[src/rtl/uart_rx_fifo.sv]
// ---------------------------------------------------------------------------
// uart_rx_fifo
//   Byte FIFO placed behind a UART receiver. The receiver holds in_valid high
//   from the end of one frame until the start of the next. Only the rising
//   edge of in_valid pushes a byte, so each received byte is captured once.
//   The read side is show-ahead: out_data presents the head entry whenever
//   out_valid is high, and reads as 8'h00 while the FIFO is empty.
//
// Parameters
//   DEPTH   number of byte entries (power of two, >= 2)
//   THRESH  fill level at which thresh_irq asserts (1..DEPTH)
//
// Ports
//   clk           clock, rising edge
//   reset         asynchronous, active-high reset
//   in_valid      receiver byte-valid level
//   in_data       received byte, stable while in_valid is high
//   out_valid     head entry available (FIFO not empty)
//   out_ready     consumer accepts the head entry
//   out_data      head entry (show-ahead), 8'h00 when empty
//   level         current entry count, 0..DEPTH
//   full, empty   level == DEPTH, level == 0
//   overflow      sticky: a byte was dropped because the FIFO was full
//   clr_overflow  single-cycle clear of overflow (a same-cycle drop wins)
//   thresh_irq    level >= THRESH
//
// Configuration macro
//   UART_RX_FIFO_THRESH_EN  defined: thresh_irq is a register loaded with
//                           (next level >= THRESH), so it lines up with level.
//                           undefined: thresh_irq is tied low, THRESH unused.
//
// Handshake: a pop happens in a cycle where out_valid and out_ready are both
// high at the rising edge; out_valid never depends on out_ready, and
// out_ready has no effect while out_valid is low.
// ---------------------------------------------------------------------------
module uart_rx_fifo #(
  parameter int DEPTH  = 16,
  parameter int THRESH = 8
) (
  input  logic                       clk,
  input  logic                       reset,
  input  logic                       in_valid,
  input  logic [7:0]                 in_data,
  output logic                       out_valid,
  input  logic                       out_ready,
  output logic [7:0]                 out_data,
  output logic [$clog2(DEPTH):0]     level,
  output logic                       full,
  output logic                       empty,
  output logic                       overflow,
  input  logic                       clr_overflow,
  output logic                       thresh_irq
);

  localparam int AW = $clog2(DEPTH);
  localparam int LW = AW + 1;

  // Elaboration-time parameter checks.
  if (DEPTH < 2 || (DEPTH & (DEPTH - 1)) != 0) begin : g_bad_depth
    $error("uart_rx_fifo: DEPTH must be a power of two >= 2");
  end
  if (THRESH < 1 || THRESH > DEPTH) begin : g_bad_thresh
    $error("uart_rx_fifo: THRESH must be in 1..DEPTH");
  end

  logic [7:0]    mem_q [DEPTH];
  logic [AW-1:0] wr_ptr_q, wr_ptr_d;
  logic [AW-1:0] rd_ptr_q, rd_ptr_d;
  logic [LW-1:0] level_q, level_d;
  logic          overflow_q, overflow_d;
  logic          in_valid_q;

  logic push;
  logic pop;
  logic accept;
  logic drop;

  // Status comes straight from the registered count only.
  assign empty     = (level_q == '0);
  assign full      = (level_q == LW'(DEPTH));
  assign out_valid = ~empty;
  assign level     = level_q;
  assign overflow  = overflow_q;
  assign out_data  = empty ? 8'h00 : mem_q[rd_ptr_q];

  always_comb begin
    push       = in_valid & ~in_valid_q;
    pop        = out_valid & out_ready;
    // When full, a same-cycle pop frees the slot the push needs.
    accept     = push & (~full | pop);
    drop       = push & full & ~pop;

    wr_ptr_d   = wr_ptr_q;
    rd_ptr_d   = rd_ptr_q;
    level_d    = level_q;
    overflow_d = overflow_q;

    if (accept) wr_ptr_d = wr_ptr_q + AW'(1);
    if (pop)    rd_ptr_d = rd_ptr_q + AW'(1);

    case ({accept, pop})
      2'b10:   level_d = level_q + LW'(1);
      2'b01:   level_d = level_q - LW'(1);
      default: level_d = level_q;
    endcase

    // Set has priority over clear.
    if (clr_overflow) overflow_d = 1'b0;
    if (drop)         overflow_d = 1'b1;
  end

  always_ff @(posedge clk or posedge reset) begin
    if (reset) begin
      wr_ptr_q   <= '0;
      rd_ptr_q   <= '0;
      level_q    <= '0;
      overflow_q <= 1'b0;
      // Starts high so a level already asserted at release is not a push.
      in_valid_q <= 1'b1;
    end else begin
      wr_ptr_q   <= wr_ptr_d;
      rd_ptr_q   <= rd_ptr_d;
      level_q    <= level_d;
      overflow_q <= overflow_d;
      in_valid_q <= in_valid;
    end
  end

  // Storage is not reset; level/pointers alone decide what is valid.
  always_ff @(posedge clk) begin
    if (accept) mem_q[wr_ptr_q] <= in_data;
  end

`ifdef UART_RX_FIFO_THRESH_EN
  logic thresh_q;

  always_ff @(posedge clk or posedge reset) begin
    if (reset) thresh_q <= 1'b0;
    else       thresh_q <= (level_d >= LW'(THRESH));
  end

  assign thresh_irq = thresh_q;
`else
  assign thresh_irq = 1'b0;
`endif

endmodule

[config.mk]
export PLATFORM = sky130hd
export DESIGN_NAME = uart_rx_fifo
export DESIGN_NICKNAME = d
export VERILOG_FILES = /design/src/rtl/uart_rx_fifo.sv
export SDC_FILE = /design/constraint.sdc
export NUM_CORES = 1
export LEC_CHECK = 0
export ABC_AREA = 1
export CORE_MARGIN = 10
export CORE_UTILIZATION = 50
export CTS_CLUSTER_SIZE = 40
export DETAILED_ROUTE_END_ITERATION = 7
export GPL_ROUTABILITY_DRIVEN = 0
export PLACE_DENSITY = 0.81
export SETUP_SLACK_MARGIN = 0.15
export SLEW_MARGIN = 15
export SYNTH_ARGS = -nofsm -noshare
export SYNTH_HDL_FRONTEND = slang
export SYNTH_SLANG_ARGS = --single-unit
[constraint.sdc]
create_clock -name clk -period 1.75 [get_ports clk]
set_clock_uncertainty 0.1 [all_clocks]
set_input_delay 0.4375 -clock clk [delete_from_list [all_inputs] [get_ports clk]]
set_output_delay 0.4375 -clock clk [all_outputs]
set_load 0.02 [all_outputs]
Word-level counts from Yosys, hierarchy flattened. Memory sizes are Yosys's and may differ from the RTL's. Cells that the tools add are included.

Bits in writable memories: 128. Register bits: 15. Memories: 1. Word-level logic and storage cells: 32.

Memory list: mem_q (depth 16, bits a word 8, rd ports 1, clocked after memory_dff 0, write ports 1, RTL line 66) `logic [7:0] mem_q [DEPTH];`.

Bitwise logic cells: 10. Mux-type cells: 6. Add/subtract/negate cells: 4. Reductions and logical operators: 3. Equality and inequality tests: 3.

Operators with widths (number): one-hot mux 5 bit (2 select lines) (1); adder 4 x 1 -> 4 bit (second input constant) (2); 2-to-1 mux 8 bit (1); adder 5 x 1 -> 5 bit (second input constant) (1); AND 1 bit (5); == test 5 bit (second input constant) (1); logical NOT 5 bit (1); subtractor 5 x 1 -> 5 bit (second input constant) (1); 2-to-1 mux 1 bit (4); inverter 1 bit (4); nonzero test 2 bit (2); == test 2 x 1 -> 1 bit (second input constant) (1); == test 2 bit (second input constant) (1); OR 1 bit (1).

Logic depth before layout (Yosys ltp). Gate-level depths: netlist (run 1).

Word-level depth: 7. Depth in mapped cells: 14. Mapped depth without buffers: 14.

Worst setup path before layout (run 1). No wires, ideal clock.

Path type: register to register. Start: register level_q[0], in the netlist level[0]. End: memory mem_q[11][0], enable pin. Slack: -383 ps. Cell stages (with the launch flop): 7. Clock period less this slack: 2133 ps. Required time: 1267 ps. Buffers on the path: 0. Arrival: 1649 ps. Library setup time: 383 ps. Cells stage by stage: dfrtp_1 nor2_2 nand3_4 nand2_4 nand2_2 nand2_4 nor3_1.

Longest elaborated chain between the ends: 7.

Ends and longest elaborated chain: from (decl) (RTL line 69) `logic [LW-1:0] level_q, level_d;`; from (signal assigned) (RTL line 123) `level_q <= level_d;`; logical NOT 5 bit (RTL line 79) `assign empty = (level_q == '0);`; inverter 1 bit (RTL line 81) `assign out_valid = ~empty;`; named net out_valid (RTL line 44) `output logic out_valid,`; AND 1 bit (RTL line 88) `pop = out_valid & out_ready;`; OR 1 bit (RTL line 90) `accept = push & (~full | pop);`; AND 1 bit (RTL line 90); 2-to-1 mux 1 bit (RTL line 131) `if (accept) mem_q[wr_ptr_q] <= in_data;`; 2-to-1 mux 1 bit (implied by the code) (RTL line 131); to (decl) (RTL line 66).

The timed path passes the listed nets, and every way through them passes these cells.

Worst setup path after layout (run 1).
Start: register rd_ptr_q[1]. End: output out_data[0].

Longest elaborated chain between the ends: 2.

Ends and longest elaborated chain: from (decl) (RTL line 68) `logic [AW-1:0] rd_ptr_q, rd_ptr_d;`; from (signal assigned) (RTL line 122) `rd_ptr_q <= rd_ptr_d;`; memory (16 x 8 bit); 2-to-1 mux 8 bit (RTL line 84) `assign out_data = empty ? 8'h00 : mem_q[rd_ptr_q];`; to (decl) (RTL line 46) `output logic [7:0] out_data,`.

Every way passes these cells.

==> results of run 1 <==
==> layout by cell type, fill, tap and decap left out, types with 7 or more instances in the layout <==
master           synthesis  layout
o21ai_0                 67      48
clkbuf_16                0      18
buf_12                   0      21
buf_6                    1      36
dfrtp_2                  0       7
buf_4                    7      31
nand3_1                 17      16
clkdlybuf4s50_1          0      12
a21oi_4                  0       8
xor2_1                   9       7
inv_1                   24      16
o221ai_1                24      20
nor2_4                   0      18
edfxtp_1               128     128
dfrtp_1                 14       7
nor2_1                  91      71
nand2_1                 29      20
o22ai_1                  9       7
o21ai_1                  4      19
==> per-layer routing <==
metal | up-vias | GRT usage [%] | share of wire [%]
met4 | 0 | 9.72 | 3.3
li1 | 1954 | - | -
met3 | 57 | 5.26 | 9.1
met1 | 2178 | 22.6 | 36
met2 | 284 | 33.2 | 52
met5 | - | 0 | 0
==> timing repair <==
action | 4_1_cts | 5_1_grt
gates cloned | 3 | 1
buffers inserted | 11 | 11
gates resized for setup | 139 | 44
hold buffers | 0 | 0
endpoints found under the setup margin | 155 | 156
pin swaps | 15 | 14
==> per-stage QoR <==
stage          hold WS [ns]  util, %
6_report              0.222     72.7
5_1_grt               0.231     72.7
4_1_cts               0.226     70.6
3_5_place_dp          0.431     63.4
3_3_place_gp          0.421     63.4
2_1_floorplan         0.238        -
==> cells by family after synthesis <==
family	after synthesis	share of synthesized area [%]
AND/OR/NAND/NOR	153	11.3
XOR/XNOR	9	1.31
flip-flops	143	70.4
buffers and inverters	54	4.19
adder cells (fa/ha/maj)	7	1.46
AO/OA/AOI/OAI	114	11.3
other	1	0.0625
==> registers in the layout (all words and copies together), names as in the netlist <==
name        count
mem_q         128
level           5
rd_ptr_q        4
wr_ptr_q        4
in_valid_q      1
overflow        1
==> worst paths after layout <==
path / startpoint / endpoint / cells after the start
worst min register to register: overflow / overflow / 2
max in group asynchronous: reset / in_valid_q / 3
worst max-delay path: rd_ptr_q[1] / out_data[0] / 8
min in group clk: in_valid / in_valid_q / 1
worst min-delay path: reset / level[0] / 3
worst max register to register: level[2] / level[4] / 13
==> critical path, delay by kind of cell (launching register included) <==
kind | cells | cell delay [ns]
compound gates | 4 | 0.63
flops | 1 | 0.43
buf+inv | 2 | 0.34
simple gates | 2 | 0.21
==> cell type report <==
cell class | instances | area [um^2]
sequential | 143 | 4230
fill | 668 | 3160
multi-input combinational | 284 | 1970
timing repair buffer | 109 | 1340
clock buffer | 18 | 429
tap | 143 | 179
inverter | 29 | 149
clock inverter | 14 | 93.8
timing repair inverter | 1 | 16.3
==> where the power goes <==
part | total [mW] | switching [mW] | internal, mW
Combinational | 7.28 | 4.10 | 3.18
Clock | 3.20 | 1.40 | 1.80
Sequential | 4.29 | 0.240 | 4.05
Total | 14.8 | 5.74 | 9.03
==> run_results.csv, run 1 <==
group,metric,value,unit
yosys,synth_cell_type_count,31,
layout,fin_cells,741,
timing,max_freq,0.389,GHz
yosys,synth_edf_count,128,
clocking,cts_root_buf,"clkbuf_16",
routing,wl_per_cell,22.1,um
power,p_leak,3.00,nW
critical_path,worst-r2r-setup-slack,-0.21,ns
yosys,synth_flop_cell,"edfxtp_1",
critical_path,worstSetupPathType,"flip-flop to primary output",
layout,area_delta_synth_final,40.2,%
critical_path,cp.required,1.21,ns
global_route,grt_pass1_wl,24.6,mm
timing,slew_viol_final,0,
global_route,antenna_found_initial,0,
routing,postRouteAntennaNets,0,
critical_path,path_cells,"buf_8, o21ai_0, o22ai_2, nor2_1, nor2_1, o21ai_2, a21oi_4, buf_6",
global_route,grt_use_total,19.6,%
floorplanning,start_util,51.8,%
timing,setup_viol,151,
floorplanning,die_w,130,um
clocking,cts_buffers,17,
job,drv_cap,0,
yosys,async_reset_ff_share,10.5,%
clocking,cts_tree,"yes",
floorplanning,rows,39,
clocking,clk_path_buf_depth,2,
yosys,syn_inst,481,
timing,period_share,147,%
clocking,clkTransAtPathRegs,0.06,ns
timing,final.min_clock_period,2.57,ns
yosys,avgSynthCellArea,12.5,um^2
yosys,synth_common_cells,"edfxtp_1, nor2_1, o21ai_0, nand2_1",
status,failed_checks,"negative setup slack",
timing,worst_slew_pin_slew,0.617,ns
critical_path,worstSetupStartpointType,"flip-flop",
yosys,netlist_area,6000,um^2
critical_path,crit_arrival,2.04,ns
placed_design,port_buffers,29,
timing,setup_ws,-0.824,ns
status,status,"finished with violations",
placed_design,dp_worst_setup_slack,-0.894,ns
floorplanning,ios,31,
timing,hold_viol,0,
floorplanning,dieArea,16800,um^2
routing,vias_per_cell,6.04,
critical_path,cp_slowest_cell,"dfrtp_2",
routing,wl,16.4,mm
clocking,clkLatencyLatePin,0.42,ns
layout,nets,605,
hold_path,hold_path.class,"input pin to asynchronous set/reset pin",
yosys,synth_top_area_share,64.1,%
yosys,yosysTopAreaCell,"edfxtp_1",
floorplanning,die_h,130,um
yosys,synth.most_common_cell,"edfxtp_1",
yosys,ys_warn_count,0,
power,finalPower,14.8,mW
power,power_density,1760,nW/um^2
floorplanning,design.core.area,11600,um^2
critical_path,cp_max_fo,24,
timing,rsz0062_at_grt,"true",
placed_design,numPlacedInstances,684,
critical_path,cpPeakStageDelay,0.43,ns
power,peakVddDrop,1.31,mV
routing,drtIter0Drc,543,
yosys,ys_seq_area_share,70.4,%
routing,drc,0,
timing,slew_headroom,58.7,%
layout,drive_gt1_share,35.8,%
global_route,grt_pass1_vias,4510,
yosys,syn_nets,501,
timing,setup-tns-final,-31.68,ns
layout,final_area,8410,um^2
placed_design,place_area,7330,um^2
yosys,ys_ff_latch,143,
global_route,grt_overflow,0,
routing,drt-pass1-iter-count,5,
routing,vias,4473,
critical_path,crit_top_cell,"nor2_1",
yosys,synthTopCellsByArea,"edfxtp_1, dfrtp_1, nor2_1",
clocking,cts.sinks,143,
global_route,grt_max_degree,41,
clocking,htreeDepth,4,
placed_design,place_hpwl,9.41,mm
critical_path,worst_setup_path_end_kind,"primary output",
layout,antennaDiodeCount,0,
Note: power is estimated with default switching activity, not from simulation.
==> run 2, diff against run 1 <==
--- a/config.mk
+++ b/config.mk
@@ -13,7 +13,7 @@
 export GPL_ROUTABILITY_DRIVEN = 0
 export PLACE_DENSITY = 0.81
 export SETUP_SLACK_MARGIN = 0.15
-export SLEW_MARGIN = 15
+export SLEW_MARGIN = 20
 export SYNTH_ARGS = -nofsm -noshare
 export SYNTH_HDL_FRONTEND = slang
 export SYNTH_SLANG_ARGS = --single-unit
==> constraint.sdc (replaced) <==
create_clock -name clk -period 1.75 [get_ports clk]
set_clock_uncertainty 0.1 [all_clocks]
set_input_delay 0.4375 -clock clk [delete_from_list [all_inputs] [get_ports clk]]
set_output_delay 0.4375 -clock clk [all_outputs]
set_load 0.1 [all_outputs]
==> run 2 against run 1 <==
  * The run still ends with negative setup slack left
  * Clock power is 17% higher
  * Non-clock buffer count increased by 37
  * Critical path depth fell by 1
  * Critical endpoint is now out_data[7]
  * First-iteration DRC count up 17%
  * Die area unchanged
  * Routed wire length increased by 17%
  * Clock-buffer cell count decreased by 1
  * Hold slack worse by 0.0084 ns
  * Register-to-register slack got worse by 0.32 ns
  * Critical path type unchanged
  * Final cell count rose by 5.0%
  * Total power grew 30%
==> run_results.csv, run 2 (synthesis gave the netlist of run 1 again) <==
group,metric,value,unit
power,finalPower,19.1,mW
critical_path,cpPeakStageDelay,0.45,ns
floorplanning,ios,31,
clocking,clkTransAtPathRegs,0.06,ns
critical_path,critPathCapture,"out_data[7]",
clocking,cts.sinks,143,
routing,vias,4707,
layout,final_util,79.4,%
timing,rsz0062_at_grt,"true",
status,status,"finished with violations",
layout,drive_gt1_share,42.8,%
power,peakVddDrop,2.06,mV
critical_path,worstSetupPathType,"flip-flop to primary output",
timing,period_share,152,%
clocking,clkLatencyLatePin,0.43,ns
routing,wl_per_cell,24.7,um
clocking,cts_root_buf,"clkbuf_16",
clocking,htreeDepth,4,
routing,drt-pass1-iter-count,7,
power,power_density,2080,nW/um^2
global_route,grt_use_total,20.5,%
timing,setup_viol,158,
timing,setup_ws,-0.912,ns
critical_path,reg2reg_depth,15,
timing,setup-tns-final,-60.76,ns
power,p_leak,3.34,nW
timing,slew_viol_final,0,
layout,layout_commonest_cell,"edfxtp_1",
timing,max_freq,0.376,GHz
critical_path,cp_max_fo,6,
layout,nets,642,
layout,area_delta_synth_final,53.2,%
placed_design,place_area,7510,um^2
routing,wl,19.2,mm
global_route,grt_max_degree,40,
critical_path,worst_setup_path_end_kind,"primary output",
critical_path,reg2reg_to,"level[4]",
placed_design,place_hpwl,9.33,mm
floorplanning,die_h,130,um
clocking,cts_tree,"yes",
floorplanning,design.core.area,11600,um^2
global_route,grt_pass1_wl,25.9,mm
routing,drc,0,
global_route,antenna_found_initial,0,
global_route,grt_pass1_vias,4756,
hold_path,hold_path.class,"input pin to asynchronous set/reset pin",
clocking,clk_path_buf_depth,2,
layout,top_register,"mem_q",
layout,antennaDiodeCount,0,
layout,layout_common_cells,"edfxtp_1, nor2_1, o21ai_0, buf_4, buf_12",
job,drv_cap,0,
routing,drtIter0Drc,634,
status,failed_checks,"negative setup slack",
clocking,cts_buffers,17,
critical_path,worstSetupStartpointType,"flip-flop",
critical_path,setup.worst_path.start,"rd_ptr_q[0]",
layout,final_area,9190,um^2
timing,final.min_clock_period,2.66,ns
routing,vias_per_cell,6.05,
critical_path,cp.required,1.21,ns
layout,fin_cells,778,
critical_path,path_cells,"buf_8, buf_6, o21ai_0, o221ai_1, nand3_2, a21oi_4, buf_12",
routing,postRouteAntennaNets,0,
placed_design,port_buffers,29,
placed_design,numPlacedInstances,696,
floorplanning,start_util,51.8,%
timing,hold_viol,0,
floorplanning,rows,39,
floorplanning,dieArea,16800,um^2
critical_path,cp_slowest_cell,"dfrtp_2",
critical_path,crit_arrival,2.12,ns
critical_path,rr_startpoint,"level[2]",
floorplanning,die_w,130,um
critical_path,worst-r2r-setup-slack,-0.53,ns
global_route,grt_overflow,0,
layout,largest_reg_flops,128,
## run 2: worst min path at each step
stage,startpoint,to,cells after the start
floorplan,reset,overflow,1
global placement,wr_ptr_q[2],wr_ptr_q[2],1
detailed placement,wr_ptr_q[2],wr_ptr_q[2],1
CTS,reset,rd_ptr_q[3],3
global route,reset,level[3],3
finish,reset,level[3],3
## run 2: worst max-delay path: cells and delay by family, from the launching register on
kind | cells | cell delay (ns)
AO/OA/AOI/OAI | 3 | 0.60
buffers and inverters | 3 | 0.47
flip-flops | 1 | 0.45
AND/OR/NAND/NOR | 1 | 0.17
## run 2: area by class of cell
cell class,instances,area [um^2]
repair inverters,1,16.3
flip-flops and latches,143,4240
inverters,29,154
multi-input cells,284,2130
repair buffers,146,1860
clock buffers,17,425
fillers,543,2380
clock inverters,15,186
well taps,143,179
## run 2: report_power, final
part           switching, mW  total [mW]  internal, mW
clock network           1.50        3.76          2.26
registers              0.250        4.32          4.07
logic                   6.64        11.1          4.42
## run 2: through the flow
step                setup WS, ns  hold WS [ns]
floorplan                 -0.746         0.238
global placement          -0.414         0.429
detailed placement        -0.488         0.461
CTS                       -0.897         0.213
global route               -1.02         0.264
finish                    -0.912         0.214
## run 2: repair_timing
action                     4_1_cts  5_1_grt
gates resized for setup         75       85
hold buffers                     0        0
setup buffers                   18       28
pin swaps                       25       43
setup endpoints to repair      152      158
cloned                           1        3
## run 2: per-layer routing
| metal | global-route usage [%] | wire length [um] | vias to the layer above |
|---|---|---|---|
| li1 | - | - | 2031 |
| met1 | 23.2 | 6810 | 2341 |
| met2 | 34.9 | 10200 | 282 |
| met3 | 6.08 | 1480 | 53 |
| met4 | 9.79 | 711 | 0 |
| met5 | 0 | 0 | - |
